<file path="config.mk">
export PLATFORM = sky130hd
export DESIGN_NAME = baccarat_datapath
export DESIGN_NICKNAME = d
export VERILOG_FILES = /design/src/rtl/baccarat_datapath.sv
export SDC_FILE = /design/constraint.sdc
export NUM_CORES = 1
export LEC_CHECK = 0
export CORE_ASPECT_RATIO = 0.9
export CORE_MARGIN = 10
export CORE_UTILIZATION = 65
export CTS_BUF_LIST = sky130_fd_sc_hd__clkbuf_2 sky130_fd_sc_hd__clkbuf_4 sky130_fd_sc_hd__clkbuf_8
export DETAILED_ROUTE_END_ITERATION = 10
export DONT_BUFFER_PORTS = 1
export GPL_TIMING_DRIVEN = 0
export PLACE_DENSITY = 0.81
export SLEW_MARGIN = 20
export SYNTH_ARGS = -nofsm -noshare
export SYNTH_HDL_FRONTEND = slang
export SYNTH_SLANG_ARGS = --single-unit
</file>
<file path="constraint.sdc">
create_clock -name slow_clock -period 4.2 [get_ports slow_clock]
set_input_delay 0.63 -clock slow_clock [delete_from_list [all_inputs] [get_ports slow_clock]]
set_output_delay 0.63 -clock slow_clock [all_outputs]
set_load 0.05 [all_outputs]
</file>
<file path="src/rtl/baccarat_datapath.sv">
// Baccarat card datapath: six hand registers, deck counter, hand scores,
// collision flag and saturating win/tie tallies for the round state machine.
module baccarat_datapath #(
    parameter int unsigned TALLY_W = 4
) (
    input  logic               slow_clock,
    input  logic               resetb,
    input  logic               use_ext_card,
    input  logic [3:0]         card_in,
    input  logic               load_pcard1,
    input  logic               load_pcard2,
    input  logic               load_pcard3,
    input  logic               load_dcard1,
    input  logic               load_dcard2,
    input  logic               load_dcard3,
    input  logic               player_win_light,
    input  logic               dealer_win_light,
    output logic [3:0]         pcard1,
    output logic [3:0]         pcard2,
    output logic [3:0]         pcard3,
    output logic [3:0]         dcard1,
    output logic [3:0]         dcard2,
    output logic [3:0]         dcard3,
    output logic [3:0]         pscore,
    output logic [3:0]         dscore,
    output logic [3:0]         next_card,
    output logic               load_err,
    output logic [TALLY_W-1:0] player_tally,
    output logic [TALLY_W-1:0] dealer_tally,
    output logic [TALLY_W-1:0] tie_tally
);

    localparam int unsigned SLOT_N   = 6;
    localparam logic [3:0]  DECK_TOP = 4'd13;

    logic [3:0]        deck;
    logic [SLOT_N-1:0] ld_req;
    logic [SLOT_N-1:0] ld_gnt;
    logic              ld_multi;
    logic              pwin_q;
    logic              dwin_q;
    logic              round_done;

    // Baccarat value of one card: 1..9 at face, everything else counts 0.
    function automatic logic [4:0] card_val(input logic [3:0] c);
        return (c >= 4'd1 && c <= 4'd9) ? {1'b0, c} : 5'd0;
    endfunction

    // Sum of three card values reduced mod 10 (sum never exceeds 27).
    function automatic logic [3:0] hand_score(input logic [3:0] a, input logic [3:0] b,
                                              input logic [3:0] c);
        logic [4:0] s;
        s = card_val(a) + card_val(b) + card_val(c);
        if (s >= 5'd20)      s = s - 5'd20;
        else if (s >= 5'd10) s = s - 5'd10;
        return s[3:0];
    endfunction

    // Card source; an empty (post-reset) deck presents card 1.
    always_comb begin
        next_card = (deck == 4'd0) ? 4'd1 : deck;
        if (use_ext_card) next_card = card_in;
    end

    // Strobe vector in priority order (bit 0 wins) and one-hot grant.
    always_comb begin
        ld_req   = {load_dcard3, load_pcard3, load_dcard2, load_pcard2, load_dcard1, load_pcard1};
        ld_gnt   = ld_req & (~ld_req + SLOT_N'(1));
        ld_multi = (ld_req & (ld_req - SLOT_N'(1))) != '0;
    end

    // Hand scores follow the card registers directly.
    always_comb begin
        pscore = hand_score(pcard1, pcard2, pcard3);
        dscore = hand_score(dcard1, dcard2, dcard3);
    end

    // A round completes when either light first turns on.
    always_comb begin
        round_done = (player_win_light | dealer_win_light) & ~(pwin_q | dwin_q);
    end

    // Free-running deck counter cycling 1..13.
    always_ff @(posedge slow_clock or posedge resetb) begin
        if (resetb) begin
            deck <= 4'd0;
        end else if (deck == 4'd0 || deck >= DECK_TOP) begin
            deck <= 4'd1;
        end else begin
            deck <= deck + 4'd1;
        end
    end

    // Card slot registers and sticky collision flag.
    always_ff @(posedge slow_clock or posedge resetb) begin
        if (resetb) begin
            pcard1   <= 4'd0;
            pcard2   <= 4'd0;
            pcard3   <= 4'd0;
            dcard1   <= 4'd0;
            dcard2   <= 4'd0;
            dcard3   <= 4'd0;
            load_err <= 1'b0;
        end else begin
            if (ld_gnt[0]) pcard1 <= next_card;
            if (ld_gnt[1]) dcard1 <= next_card;
            if (ld_gnt[2]) pcard2 <= next_card;
            if (ld_gnt[3]) dcard2 <= next_card;
            if (ld_gnt[4]) pcard3 <= next_card;
            if (ld_gnt[5]) dcard3 <= next_card;
            if (ld_multi)  load_err <= 1'b1;
        end
    end

    // Light edge detect and saturating round tallies.
    always_ff @(posedge slow_clock or posedge resetb) begin
        if (resetb) begin
            pwin_q       <= 1'b0;
            dwin_q       <= 1'b0;
            player_tally <= '0;
            dealer_tally <= '0;
            tie_tally    <= '0;
        end else begin
            pwin_q <= player_win_light;
            dwin_q <= dealer_win_light;
            if (round_done) begin
                if (player_win_light && dealer_win_light) begin
                    if (tie_tally != '1) tie_tally <= tie_tally + TALLY_W'(1);
                end else if (player_win_light) begin
                    if (player_tally != '1) player_tally <= player_tally + TALLY_W'(1);
                end else begin
                    if (dealer_tally != '1) dealer_tally <= dealer_tally + TALLY_W'(1);
                end
            end
        end
    end

endmodule

</file>
-- After elaboration in Yosys (flattened, before gate mapping)
Cells that the tools add are included.
- register bits after elaboration: 43
- bits of input ports: 15
- output and inout bits: 49
- word-level logic and storage cells: 82
- $add $sub $neg: 14
- magnitude comparators: 17
- equal/unequal tests: 3
- mux-type cells: 13
- bitwise operators: 9
- reductions and logical operators: 13
- operators with widths (cell ; count):
    two-way mux 4 bit ; 13
    greater-or-equal comparator 4 x 1 -> 1 bit, second input constant ; 6
    <= comparator 4 bit, second input constant ; 6
    adder 4 x 1 -> 4 bit, second input constant ; 4
    bitwise AND 6 bit ; 2
    != test 4 bit, second input constant ; 3
    adder 4 x 4 -> 5 bit ; 2
    adder 5 x 4 -> 5 bit ; 2
    greater-or-equal comparator 5 x 4 -> 1 bit, second input constant ; 2
    greater-or-equal comparator 5 bit, second input constant ; 2
    AND reduction 4 bit ; 2
    subtractor 4 x 3 -> 4 bit, second input constant ; 2
    subtractor 4 bit, second input constant ; 2
    logical AND 1 bit ; 7
    adder 6 x 1 -> 6 bit, second input constant ; 1
    NOT 6 bit ; 1
    nonzero test 6 bit ; 1
    subtractor 6 x 1 -> 6 bit, second input constant ; 1
    greater-or-equal comparator 4 bit, second input constant ; 1
    zero test 4 bit ; 1
    NOT 1 bit ; 3
    AND reduction 3 bit ; 1
    OR 1 bit ; 2
    bitwise AND 1 bit ; 1
    logical OR 1 bit ; 1

-- Longest topological paths before layout
Gate-level depths: netlist (run 1).
- word-level depth: 8
- depth in mapped cells: 12
- mapped depth without buffers: 12

-- Worst setup path before layout (run 1)
OpenSTA, ideal clock, no wires.
- kind: reg2out
- start: register dcard1[3]
- end: output port dscore[3]
- data arrival time: 3.739 ns
- required time: 3.570 ns
- path slack: -0.169 ns
- cell stages (with the launch flop): 13
- path buffers: 0
- cells stage by stage: dfrtp_1 -> o21ai_0 -> and2_1 -> fa_1 -> ha_1 -> fa_1 -> xor2_1 -> inv_1 -> ha_1 -> nor3b_1 -> nor4_1 -> a21oi_1 -> mux2i_1
- word-level cells in the longest chain between the ends: 8
- elaborated cells between the ends (all ways): 12
- those cells by class: add/sub: 4; order compare: 4; mux: 3; reduce/logical: 1
- RTL lines (item ; RTL line ; text):
    from (decl) ; 21 ; output logic [3:0] dcard1,
    from (signal assigned) ; 106 ; if (ld_gnt[1]) dcard1 <= next_card;
    greater-or-equal comparator 4 x 1 -> 1 bit or <= comparator 4 bit (tied branches) ; 46 ; return (c >= 4'd1 && c <= 4'd9) ? {1'b0, c} : 5'd0;
    logical AND 1 bit ; 46 ;
    two-way mux 4 bit (*) ; 46 ;
    adder 4 x 4 -> 5 bit (*) ; 53 ; s = card_val(a) + card_val(b) + card_val(c);
    adder 5 x 4 -> 5 bit (*) ; 53 ;
    subtractor 4 bit or greater-or-equal comparator 5 x 4 -> 1 bit (tied branches) ; 55 ; else if (s >= 5'd10) s = s - 5'd10;
    two-way mux 4 bit ; 55 ;
    two-way mux 4 bit (*) ; 54 ; if (s >= 5'd20) s = s - 5'd20;
    to (decl) ; 25 ; output logic [3:0] dscore,
Mark *: on every way between the ends. The rest lies on a longest branch, timed or not.

-- Final worst setup path (run 1)
- start: register pcard2[1]
- end: output port pscore[1]
- word-level cells in the longest chain between the ends: 8
- elaborated cells between the ends (all ways): 12
- those cells by class: add/sub: 4; order compare: 4; mux: 3; reduce/logical: 1
- RTL lines (item ; RTL line ; text):
    from (decl) ; 19 ; output logic [3:0] pcard2,
    from (signal assigned) ; 107 ; if (ld_gnt[2]) pcard2 <= next_card;
    greater-or-equal comparator 4 x 1 -> 1 bit or <= comparator 4 bit (tied branches) ; 46 ;
    logical AND 1 bit ; 46 ;
    two-way mux 4 bit (*) ; 46 ;
    adder 4 x 4 -> 5 bit (*) ; 53 ;
    adder 5 x 4 -> 5 bit (*) ; 53 ;
    subtractor 4 bit or greater-or-equal comparator 5 x 4 -> 1 bit (tied branches) ; 55 ;
    two-way mux 4 bit ; 55 ;
    two-way mux 4 bit (*) ; 54 ;
    to (decl) ; 24 ; output logic [3:0] pscore,
Marks and branches as above.

==> out/summary.txt, run 1 <==
Slew headroom: 30.95%
Post-synth EDFFs: 0
Failing checks: negative setup slack
RSZ-0062 raised after global routing: true
Cells after Synth: 274
DRT Pass-1 Iters: 5
Worst Setup Slack, final: -47.28 ps
Crit path kind: reg -> out
WHS: 196.0 ps
Final hold violations: 0
Reg area: 1124 um2
Seq pwr share: 34.2%
Power Total: 2852 uW
Min Tclk post-route: 4247 ps
Internal Pwr Total: 1301 uW
Post-Route Skew: 9.359 ps
Multi-input gate area: 1901 um2
Top cell type's share of synthesized area: 39.49%
First-pass GRT wire length: 10.78 mm
Asr flop ratio synth: 100.0%
Vias in the first global route: 2200
Prevailing post-synth register cell: dfrtp_1
CP max stage delay: 550 ps
CP bufs+invs: 1
CORE AREA: 4074 um2
GRT Total Usage: 18.95%
Final Setup Violations: 2
Synthesized cell area: 2725 um2
Clock power share: 9.5%
CTS Root Cell: clkbuf_8
Yosys cell types: 45
DR iter-0 viols: 88
Effective utilization at floorplan: 66.89%
Clk_lat worst skew: 290 ps
Worst-path maximum fanout: 5
Largest cells by area after synthesis: dfrtp_1 39%, ha_1 8.3%, fa_1 7.3%, a21oi_1 4.6%, o21ai_0 4.0%
Layout cells sized above 1: 34.02%
Final ANT Viol Nets: 0
Hold crit path type: in -> async
Die Y: 81.43 um
Register area share after synthesis: 39.49%
PD cells: 857.3 nW/um2
NetSw: 1551 uW
CP Capture Type: output port
Top Ports: 64
Critical Path, Cell by Cell: nor2b_4, fa_1, ha_4, fa_2, xor2_2, inv_2, ha_4, nor3b_4, or4_4, a211o_1, o211ai_4
Critical Path Most Common Cell: ha_4
Period utilisation layout: 101.1%
Largest net degree at the start of global routing: 27
Switching Share: 54.37%
Fmax: 0.2354 GHz
Diode count: 0
Vias: 2136
Critical path startpoint category: register
Routed wire length: 6.754 mm
CP arrival: 3620 ps
Cts hold-fix bufs: 0
DP Wirelength: 4.649 mm
Placer Congestion: 0.8050
Comb pwr share: 56.4%
Antenna violations before repair: 0
Core Util, Final: 81.66%
Worst EP required: 3570 ps
Die area: 7186 um2
Avg WL per Cell: 19.92 um
Row count: 22
Worst slack, placed: -283.1 ps
Max-cap violations: 0
CTS buffer count: 5
Syn avg cell area: 9.946 um2
CTS tree: yes
Slew @ Worst Pin: 1031 ps
Fin. max-slew vios: 0
Total gr overflow: 0
Slowest cell on crit path: dfrtp_2
Synthesized Nets: 317
Maximum VDD drop: 536.1 uV
Port bufs: 0
Status: finished with violations
Total number of clock tree sinks: 43
YS warnings: 0
Synthesis-stage register bit count: 43
H-tree Lvls: 2
Lkg Pwr: 0.001367 uW
Longest Clk Path Bufs: 2
DRC: 0
CTS clk-pin slew, worst paths: 80 ps
Synth-to-Final Area Change: 22.08%
Via-to-Cell Ratio: 6.301
Fill cells: 247
Area leader, netlist: dfrtp_1
Post-layout nets: 333
Delay-heaviest family, CP: adder cells
Die width: 88.25 um
[cell usage after synthesis, drive strengths merged (2+ instances only)]
| master | count |
|---|---|
| nand2b | 6 |
| xor2 | 2 |
| mux2 | 9 |
| o21ai | 23 |
| nand4 | 3 |
| nor4 | 4 |
| or3 | 3 |
| ha | 18 |
| nand2 | 21 |
| and2 | 8 |
| fa | 10 |
| nor2 | 13 |
| nor4b | 3 |
| xnor2 | 3 |
| nor2b | 13 |
| a211o | 2 |
| a21o | 2 |
| a21oi | 25 |
| dfrtp | 43 |
| a31oi | 2 |
| nor3 | 4 |
| mux2i | 6 |
| and3 | 3 |
| o211ai | 4 |
| inv | 16 |
| nand3 | 5 |
| nor3b | 10 |
[repair_timing]
action | in CTS | in global routing
pin swaps | 14 | 13
resized for setup | 71 | 26
buffers inserted | 5 | 3
setup endpoints to repair | 6 | 6
[cell usage in the layout (no fill, tap or decap), drive strengths merged, types with 3 or more instances in the layout]
| cell | instances |
|---|---|
| mux2 | 9 |
| nor4 | 4 |
| nand2 | 21 |
| or3 | 3 |
| ha | 18 |
| clkbuf | 8 |
| nand4 | 3 |
| xnor2 | 3 |
| nor2b | 13 |
| nor3b | 10 |
| nor2 | 13 |
| o211ai | 4 |
| nor4b | 3 |
| nor3 | 4 |
| o21ai | 23 |
| fa | 10 |
| inv | 16 |
| nand3 | 5 |
| dfrtp | 43 |
| and2 | 8 |
| and3 | 3 |
| buf | 10 |
| mux2i | 6 |
| nand2b | 6 |
| a21oi | 25 |
[power groups by stage]
stage                     Combinational, uW  Clock [uW]  Sequential [uW]
final                                  1610         270              974
after floorplan                         979           0              915
after detailed placement               1120           0              961
after global routing                   1740         298              997
after CTS                              1440         279              968
after global placement                 1090           0              956
[final cells by class]
class	count	share of cell area, %
Clock inverter	1	0.1504
Multi-Input combinational cell	213	57.13
Clock buffer	7	2.708
Inverter	16	1.805
Tap cell	48	1.805
Timing Repair Buffer	9	2.407
Buffer	2	0.2256
Sequential cell	43	33.77
[path summary, 6_finish.rpt]
path | endpoint | cells after the start | start | slack, ps
max | pscore[1] | 11 | pcard2[1]$_DFFE_PP0P_ | -50
min | pcard1[0]$_DFFE_PP0P_ | 1 | resetb | 200
max reg2reg | dcard2[0]$_DFFE_PP0P_ | 6 | deck[1]$_DFF_PP0_ | 2040
min reg2reg | deck[0]$_DFF_PP0_ | 1 | deck[0]$_DFF_PP0_ | 560
max in group asynchronous | dcard2[2]$_DFFE_PP0P_ | 2 | resetb | 3520
min in group slow_clock | pwin_q$_DFF_PP0_ | 0 | player_win_light | 370
[metal layers]
layer	routed length [um]	vias up	part of all wire (%)	track usage, %
li1	-	1007	-	-
met1	2662	1052	39	21.25
met2	3383	65	50	32.89
met3	611	12	9.0	7.814
met4	97	0	1.4	4.839
met5	0	-	0	0
[per-stage QoR]
stage | instances | cell area (um2) | TNS, ps
finish | 339 | 3327 | -77.86
detailed placement | 323 | 2829 | -1347
CTS | 336 | 3214 | -47.50
global route | 339 | 3327 | -524.5
floorplan | 274 | 2745 | 0
global placement | 322 | 2805 | -1007
[kinds of logic (layout without fill, tap and decap cells)]
kind of cell / Yosys count / after routing / synth area share, %
muxes: 15 / 15 / 5.923
AOI/OAI and AO/OA: 64 / 64 / 13.50
adders and majority gates: 29 / 29 / 15.98
DFF: 43 / 43 / 39.49
xor gates and xnor gates: 5 / 5 / 1.607
and+or+nand+nor: 100 / 100 / 21.03
buffers and inverters: 18 / 35 / 2.479
[state kept, by name (all words and copies together) (netlist names)]
name / count
load_err: 1
dealer_tally: 4
pwin_q: 1
deck: 4
dcard1: 4
pcard1: 4
pcard3: 4
player_tally: 4
dcard2: 4
dcard3: 4
pcard2: 4
tie_tally: 4
dwin_q: 1
(Power assumes the default switching activity.)
==> run 2, diff against run 1 <==
--- a/config.mk
+++ b/config.mk
@@ -5,7 +5,7 @@
 export SDC_FILE = /design/constraint.sdc
 export NUM_CORES = 1
 export LEC_CHECK = 0
-export CORE_ASPECT_RATIO = 0.9
+export CORE_ASPECT_RATIO = 0.5
 export CORE_MARGIN = 10
 export CORE_UTILIZATION = 65
 export CTS_BUF_LIST = sky130_fd_sc_hd__clkbuf_2 sky130_fd_sc_hd__clkbuf_4 sky130_fd_sc_hd__clkbuf_8
==> constraint.sdc (replaced) <==
create_clock -name slow_clock -period 4.2 [get_ports slow_clock]
set_input_delay 0.63 -clock slow_clock [delete_from_list [all_inputs] [get_ports slow_clock]]
set_output_delay 0.63 -clock slow_clock [all_outputs]
set_load 0.01 [all_outputs]
==> out/summary.txt, run 2 (same netlist as run 1, synthesis figures left out) <==
Worst Setup Slack, final: 155.1 ps (+202.4 ps)
Antenna violations before repair: 0 (unchanged)
Worst slack, placed: 131.2 ps (+414.2 ps)
Metal2 WL: 3.118 mm (-7.8%)
CTS Root Cell: clkbuf_8
First-pass GRT wire length: 10.30 mm (-4.5%)
Vias: 2063 (-3.4%)
CP Capture Type: output port
Layout cells sized above 1: 18.73% (-15 points)
CP bufs+invs: 1 (unchanged)
Vias in the first global route: 2120 (-3.6%)
DRT Pass-1 Iters: 4 (-1)
Hold crit path type: in -> async
Port bufs: 0 (unchanged)
Critical Path, Cell by Cell: nor2b_2, fa_1, ha_2, fa_2, xor2_4, inv_2, ha_1, nor3b_1, or4_1, a211o_1, o211ai_2
Die area: 7340 um2 (+2.1%)
Clk_lat worst skew: 290 ps (about the same)
Diode count: 0 (unchanged)
Die width: 111.6 um (+26%)
Post-Route Skew: 4.119 ps (-5.240 ps)
Synth-to-Final Area Change: 9.780%
Slowest cell on crit path: fa_1
CTS tree: yes
Die Y: 65.79 um (-19%)
Avg WL per Cell: 18.31 um (-8.1%)
WL met3: 475 um (-22%)
WHS: 224.4 ps (+28.40 ps)
Min Tclk post-route: 4045 ps (-202.4 ps)
Via-to-Cell Ratio: 6.122 (-2.8%)
Cts hold-fix bufs: 0 (unchanged)
Power Total: 1844 uW (-35%)
Final hold violations: 0 (unchanged)
Largest net degree at the start of global routing: 25 (-7.4%)
Most frequent cells in the layout: 27 x dfrtp_1, 24 x a21oi_1, 21 x nand2_1
Crit path kind: reg -> out
CP max stage delay: 490 ps (-60 ps)
H-tree Lvls: 2 (unchanged)
Routed wire length: 6.169 mm (-8.7%)
Final Setup Violations: 0 (-2)
DP Wirelength: 4.956 mm (+6.6%)
Period utilisation layout: 96.31% (-4.8 points)
Critical path startpoint category: register
Effective utilization at floorplan: 68.75% (+1.9 points)
Status: finished, final reports clean
Delay-heaviest family, CP: adder cells
CTS buffer count: 5 (unchanged)
Commonest non-fill, non-tap cell in the layout: dfrtp_1
Slew @ Worst Pin: 658.3 ps (-372.8 ps)
Worst EP required: 3570 ps (about the same)
Slew headroom: 54.86% (+24 points)
DR iter-0 viols: 195 (+120%)
Fmax: 0.2472 GHz (+5.0%)
Longest Clk Path Bufs: 2 (unchanged)
CORE AREA: 3964 um2 (-2.7%)
PD cells: 616.3 nW/um2 (-28%)
Top sig layer: met4
Max-cap violations: 0 (unchanged)
Final ANT Viol Nets: 0 (unchanged)
CP arrival: 3410 ps (-210 ps)
Row count: 16 (-27%)
Worst-path maximum fanout: 6 (+1)
Wire length on met1: 2.534 mm (-4.8%)
GRT Total Usage: 16.74% (-2.2 points)
Fill cells: 271 (+9.7%)
Lkg Pwr: 0.001280 uW (-6.4%)
Total number of clock tree sinks: 43 (unchanged)
Top Ports: 64 (unchanged)
Post-layout nets: 326 (-2.1%)
Core Util, Final: 75.47% (-6.2 points)
Total gr overflow: 0 (unchanged)
Fin. max-slew vios: 0 (unchanged)
CTS clk-pin slew, worst paths: 80 ps (about the same)
DRC: 0 (unchanged)
Maximum VDD drop: 361.6 uV (-33%)
Placer Congestion: 0.8613 (+7.0%)
## run 2: cell types whose count changed in the layout (fill, tap and decap cells not counted), moves of 5 or more
| cell | delta |
|---|---|
| o21ai_0 | +6 |
| nor2b_4 | -6 |
| dfrtp_2 | +8 |
| nor3b_1 | +5 |
| dfrtp_4 | -10 |
| ha_1 | +6 |
| buf_4 | -7 |
| ha_4 | -5 |
## run 2: worst paths after layout
| kind | start | to | slack [ps] | depth (start not counted) |
|---|---|---|---|---|
| max in group asynchronous | resetb | pcard3[3]$_DFFE_PP0P_ | 3490 | 2 |
| setup / recovery | pcard1[1]$_DFFE_PP0P_ | pscore[1] | 160 | 11 |
| hold reg to reg | deck[0]$_DFF_PP0_ | deck[0]$_DFF_PP0_ | 540 | 1 |
| min in group slow_clock | player_win_light | pwin_q$_DFF_PP0_ | 360 | 0 |
| setup reg to reg | deck[0]$_DFF_PP0_ | dcard3[0]$_DFFE_PP0P_ | 2170 | 6 |
| hold / removal | resetb | tie_tally[3]$_DFFE_PP0P_ | 220 | 1 |
## run 2: layer usage
layer	vias up	global-route usage [%]
li1	988	-
met1	1015	18.60
met2	55	30.81
met3	5	5.707
met4	0	3.822
met5	-	0
## run 2: report_power, final
group / internal [uW] / switching [uW] / total, uW
Sequential: 509 / 172 / 681
Combinational: 399 / 502 / 901
Clock: 129 / 133 / 261
## run 2: stage by stage
stage               area, um2  TNS [ps]  std cells
finish                   2992         0        337
global route             2992    -2.881        337
CTS                      2933         0        336
detailed placement       2820         0        329
global placement         2793         0        328
floorplan                2725         0        274
## run 2: layout make-up
class | count | area, um2 | share of cell area [%]
clock inverter | 1 | 5.005 | 0.1673
multi-input combinational | 213 | 1638 | 54.75
sequential | 43 | 1096 | 36.64
timing repair buffer | 2 | 35.03 | 1.171
clock buffer | 6 | 82.58 | 2.760
inverter | 16 | 60.06 | 2.008
tap | 54 | 67.56 | 2.258
buffer | 2 | 7.507 | 0.2509
## run 2: repair_timing
action,4_1_cts,5_1_grt
endpoints found under the setup margin,5,6
pin swaps,0,4
setup buffers,0,1
gates resized for setup,9,23
==> run 3, diff against run 2 <==
--- a/config.mk
+++ b/config.mk
@@ -5,14 +5,17 @@
 export SDC_FILE = /design/constraint.sdc
 export NUM_CORES = 1
 export LEC_CHECK = 0
+export CAP_MARGIN = 30
+export CELL_PAD_IN_SITES_DETAIL_PLACEMENT = 0
+export CELL_PAD_IN_SITES_GLOBAL_PLACEMENT = 1
 export CORE_ASPECT_RATIO = 0.5
 export CORE_MARGIN = 10
-export CORE_UTILIZATION = 65
+export CORE_UTILIZATION = 50
 export CTS_BUF_LIST = sky130_fd_sc_hd__clkbuf_2 sky130_fd_sc_hd__clkbuf_4 sky130_fd_sc_hd__clkbuf_8
 export DETAILED_ROUTE_END_ITERATION = 10
 export DONT_BUFFER_PORTS = 1
 export GPL_TIMING_DRIVEN = 0
-export PLACE_DENSITY = 0.81
+export PLACE_DENSITY_LB_ADDON = 0.1
 export SLEW_MARGIN = 20
 export SYNTH_ARGS = -nofsm -noshare
 export SYNTH_HDL_FRONTEND = slang
==> out/summary.txt, run 3 (same netlist as run 1, synthesis figures left out) <==
Status: finished, final reports clean
GRT Total Usage: 13.24% (-3.5 points)
Final ANT Viol Nets: 0 (unchanged)
RSZ-0062 raised after global routing: true
Slew @ Worst Pin: 848.7 ps (+190.3 ps)
Layout cells sized above 1: 17.61% (-1.1 points)
CTS tree: yes
Die Y: 72.21 um (+9.8%)
Top Ports: 64 (unchanged)
Synth-to-Final Area Change: 10.06%
Post-Route Skew: 4.362 ps (+0.2424 ps)
Worst EP required: 3570 ps (about the same)
Met3 Use GR: 4.931% (-0.78 points)
Placed Area: 2833 um2 (+0.44%)
Core Util, Final: 58.92% (-17 points)
CTS clk-pin slew, worst paths: 70 ps (about the same)
Total number of clock tree sinks: 43 (unchanged)
Placer Congestion: 0.8279 (-3.9%)
DR iter-0 viols: 65 (-67%)
First-pass GRT wire length: 10.04 mm (-2.5%)
Maximum VDD drop: 312.4 uV (-14%)
CP max stage delay: 480 ps (about the same)
DRC: 0 (unchanged)
Max-cap violations: 0 (unchanged)
Cts hold-fix bufs: 0 (unchanged)
Die width: 124.4 um (+12%)
Final hold violations: 0 (unchanged)
CP Capture Type: output port
Critical Path, Cell by Cell: nor2b_1, fa_1, ha_2, fa_2, xor2_4, inv_1, ha_1, nor3b_1, or4_1, a211o_1, o211ai_2
Slew headroom: 43.04% (-12 points)
Die area: 8983 um2 (+22%)
Vias in the first global route: 2006 (-5.4%)
PD cells: 609.7 nW/um2 (-1.1%)
Diode count: 0 (unchanged)
Non-Filler Instances: 354 (+5.0%)
Post-layout nets: 328 (+0.61%)
CP arrival: 3480 ps (+70 ps)
Total gr overflow: 0 (unchanged)
Cell area after layout: 2999 um2 (+0.25%)
Row count: 18 (+2)
Antenna violations before repair: 0 (unchanged)
Largest net degree at the start of global routing: 27 (+8.0%)
Fill cells: 442 (+63%)
Worst-path maximum fanout: 5 (-1)
Critical path startpoint category: register
Effective utilization at floorplan: 53.54% (-15 points)
Final Setup Violations: 0 (unchanged)
CTS buffer count: 5 (unchanged)
GR peak layer: met2
Crit path kind: reg -> out
Placed cell count: 345 (+4.9%)
Clk_lat worst skew: 280 ps (about the same)
H-tree Lvls: 2 (unchanged)
Avg WL per Cell: 17.45 um (-4.7%)
Routed wire length: 6.178 mm (+0.15%)
Fmax: 0.2432 GHz (-1.6%)
Period utilisation layout: 97.89% (+1.6 points)
Commonest non-fill, non-tap cell in the layout: dfrtp_1
CTS Root Cell: clkbuf_8
Via-to-Cell Ratio: 5.627 (-8.1%)
Slowest cell on crit path: fa_1
Hold crit path type: in -> async
DP Wirelength: 4.876 mm (-1.6%)
Lkg Pwr: 0.001282 uW (+0.17%)
DRT Pass-1 Iters: 4 (unchanged)
WHS: 204.1 ps (-20.28 ps)
Min Tclk post-route: 4111 ps (+66.47 ps)
M2 GR Usage: 22.97% (-7.8 points)
Met1 Usage GRT: 15.47% (-3.1 points)
Most frequent cells in the layout: 27 x dfrtp_1, 24 x a21oi_1, 21 x nand2_1, 21 x o21ai_0, 17 x ha_1
Longest Clk Path Bufs: 2 (unchanged)
Vias: 1992 (-3.4%)
Fin. max-slew vios: 0 (unchanged)
Port bufs: 0 (unchanged)
CORE AREA: 5090 um2 (+28%)
## run 3: changes by cell type in the layout (fill, tap and decap cells not counted), moves of 2 or more
cell / change
buf_4: +2
inv_1: +2
inv_2: -2
o21ai_1: -2
## run 3: area by class of cell
| class | instances | area (um2) | area share (%) |
|---|---|---|---|
| Multi-Input combinational cell | 213 | 1629 | 54.32 |
| Sequential cell | 43 | 1096 | 36.55 |
| Tap cell | 70 | 87.58 | 2.920 |
| Clock buffer | 6 | 76.32 | 2.545 |
| Inverter | 16 | 60.06 | 2.003 |
| Timing Repair Buffer | 4 | 42.54 | 1.418 |
| Buffer | 2 | 7.507 | 0.2503 |
## run 3: through the flow
stage	power (uW)	setup slack, ps	setup TNS (ps)
after global placement	1462	174.7	0
after CTS	1766	25.35	0
after detailed placement	1508	108.1	0
final	1828	88.61	0
after global routing	1995	-42.62	-54.24
after floorplan	1314	446.7	0
## run 3: where the power goes
group / total [uW] / internal [uW] / switching, uW
logic: 911 / 403 / 508
clock network: 239 / 117 / 122
registers: 679 / 510 / 169
total: 1830 / 1030 / 799
## run 3: timing repair
action                     4_1_cts  5_1_grt
gates resized for setup          8       19
pin swaps                        0        1
buffers inserted                 0        3
setup endpoints to repair        5        5
## run 3: path summary, 6_finish.rpt
kind / start / to / slack [ps] / depth (start not counted)
max: pcard1[1]$_DFFE_PP0P_ / pscore[1] / 90 / 11
min: resetb / player_tally[0]$_DFFE_PP0P_ / 200 / 1
max reg2reg: deck[0]$_DFF_PP0_ / dcard3[0]$_DFFE_PP0P_ / 2020 / 6
min reg2reg: deck[0]$_DFF_PP0_ / deck[0]$_DFF_PP0_ / 560 / 1
max in group asynchronous: resetb / dcard3[3]$_DFFE_PP0P_ / 3520 / 2
min in group slow_clock: player_win_light / pwin_q$_DFF_PP0_ / 370 / 0
## run 3: routing by layer
layer	vias up	wire (um)	part of all wire, %
li1	997	-	-
met1	940	2762	45
met2	49	2912	47
met3	6	442	7.2
met4	0	60	0.97
met5	-	0	0
## run 3: worst max-delay path, delay by kind of cell (launching register included)
| kind | cells | cell delay [ps] |
|---|---|---|
| AND/OR/NAND/NOR | 3 | 730 |
| XOR/XNOR | 1 | 190 |
| AO/OA/AOI/OAI | 2 | 410 |
| buffers and inverters | 1 | 90 |
| flip-flops | 1 | 470 |
| adder cells (fa/ha/maj) | 4 | 1310 |
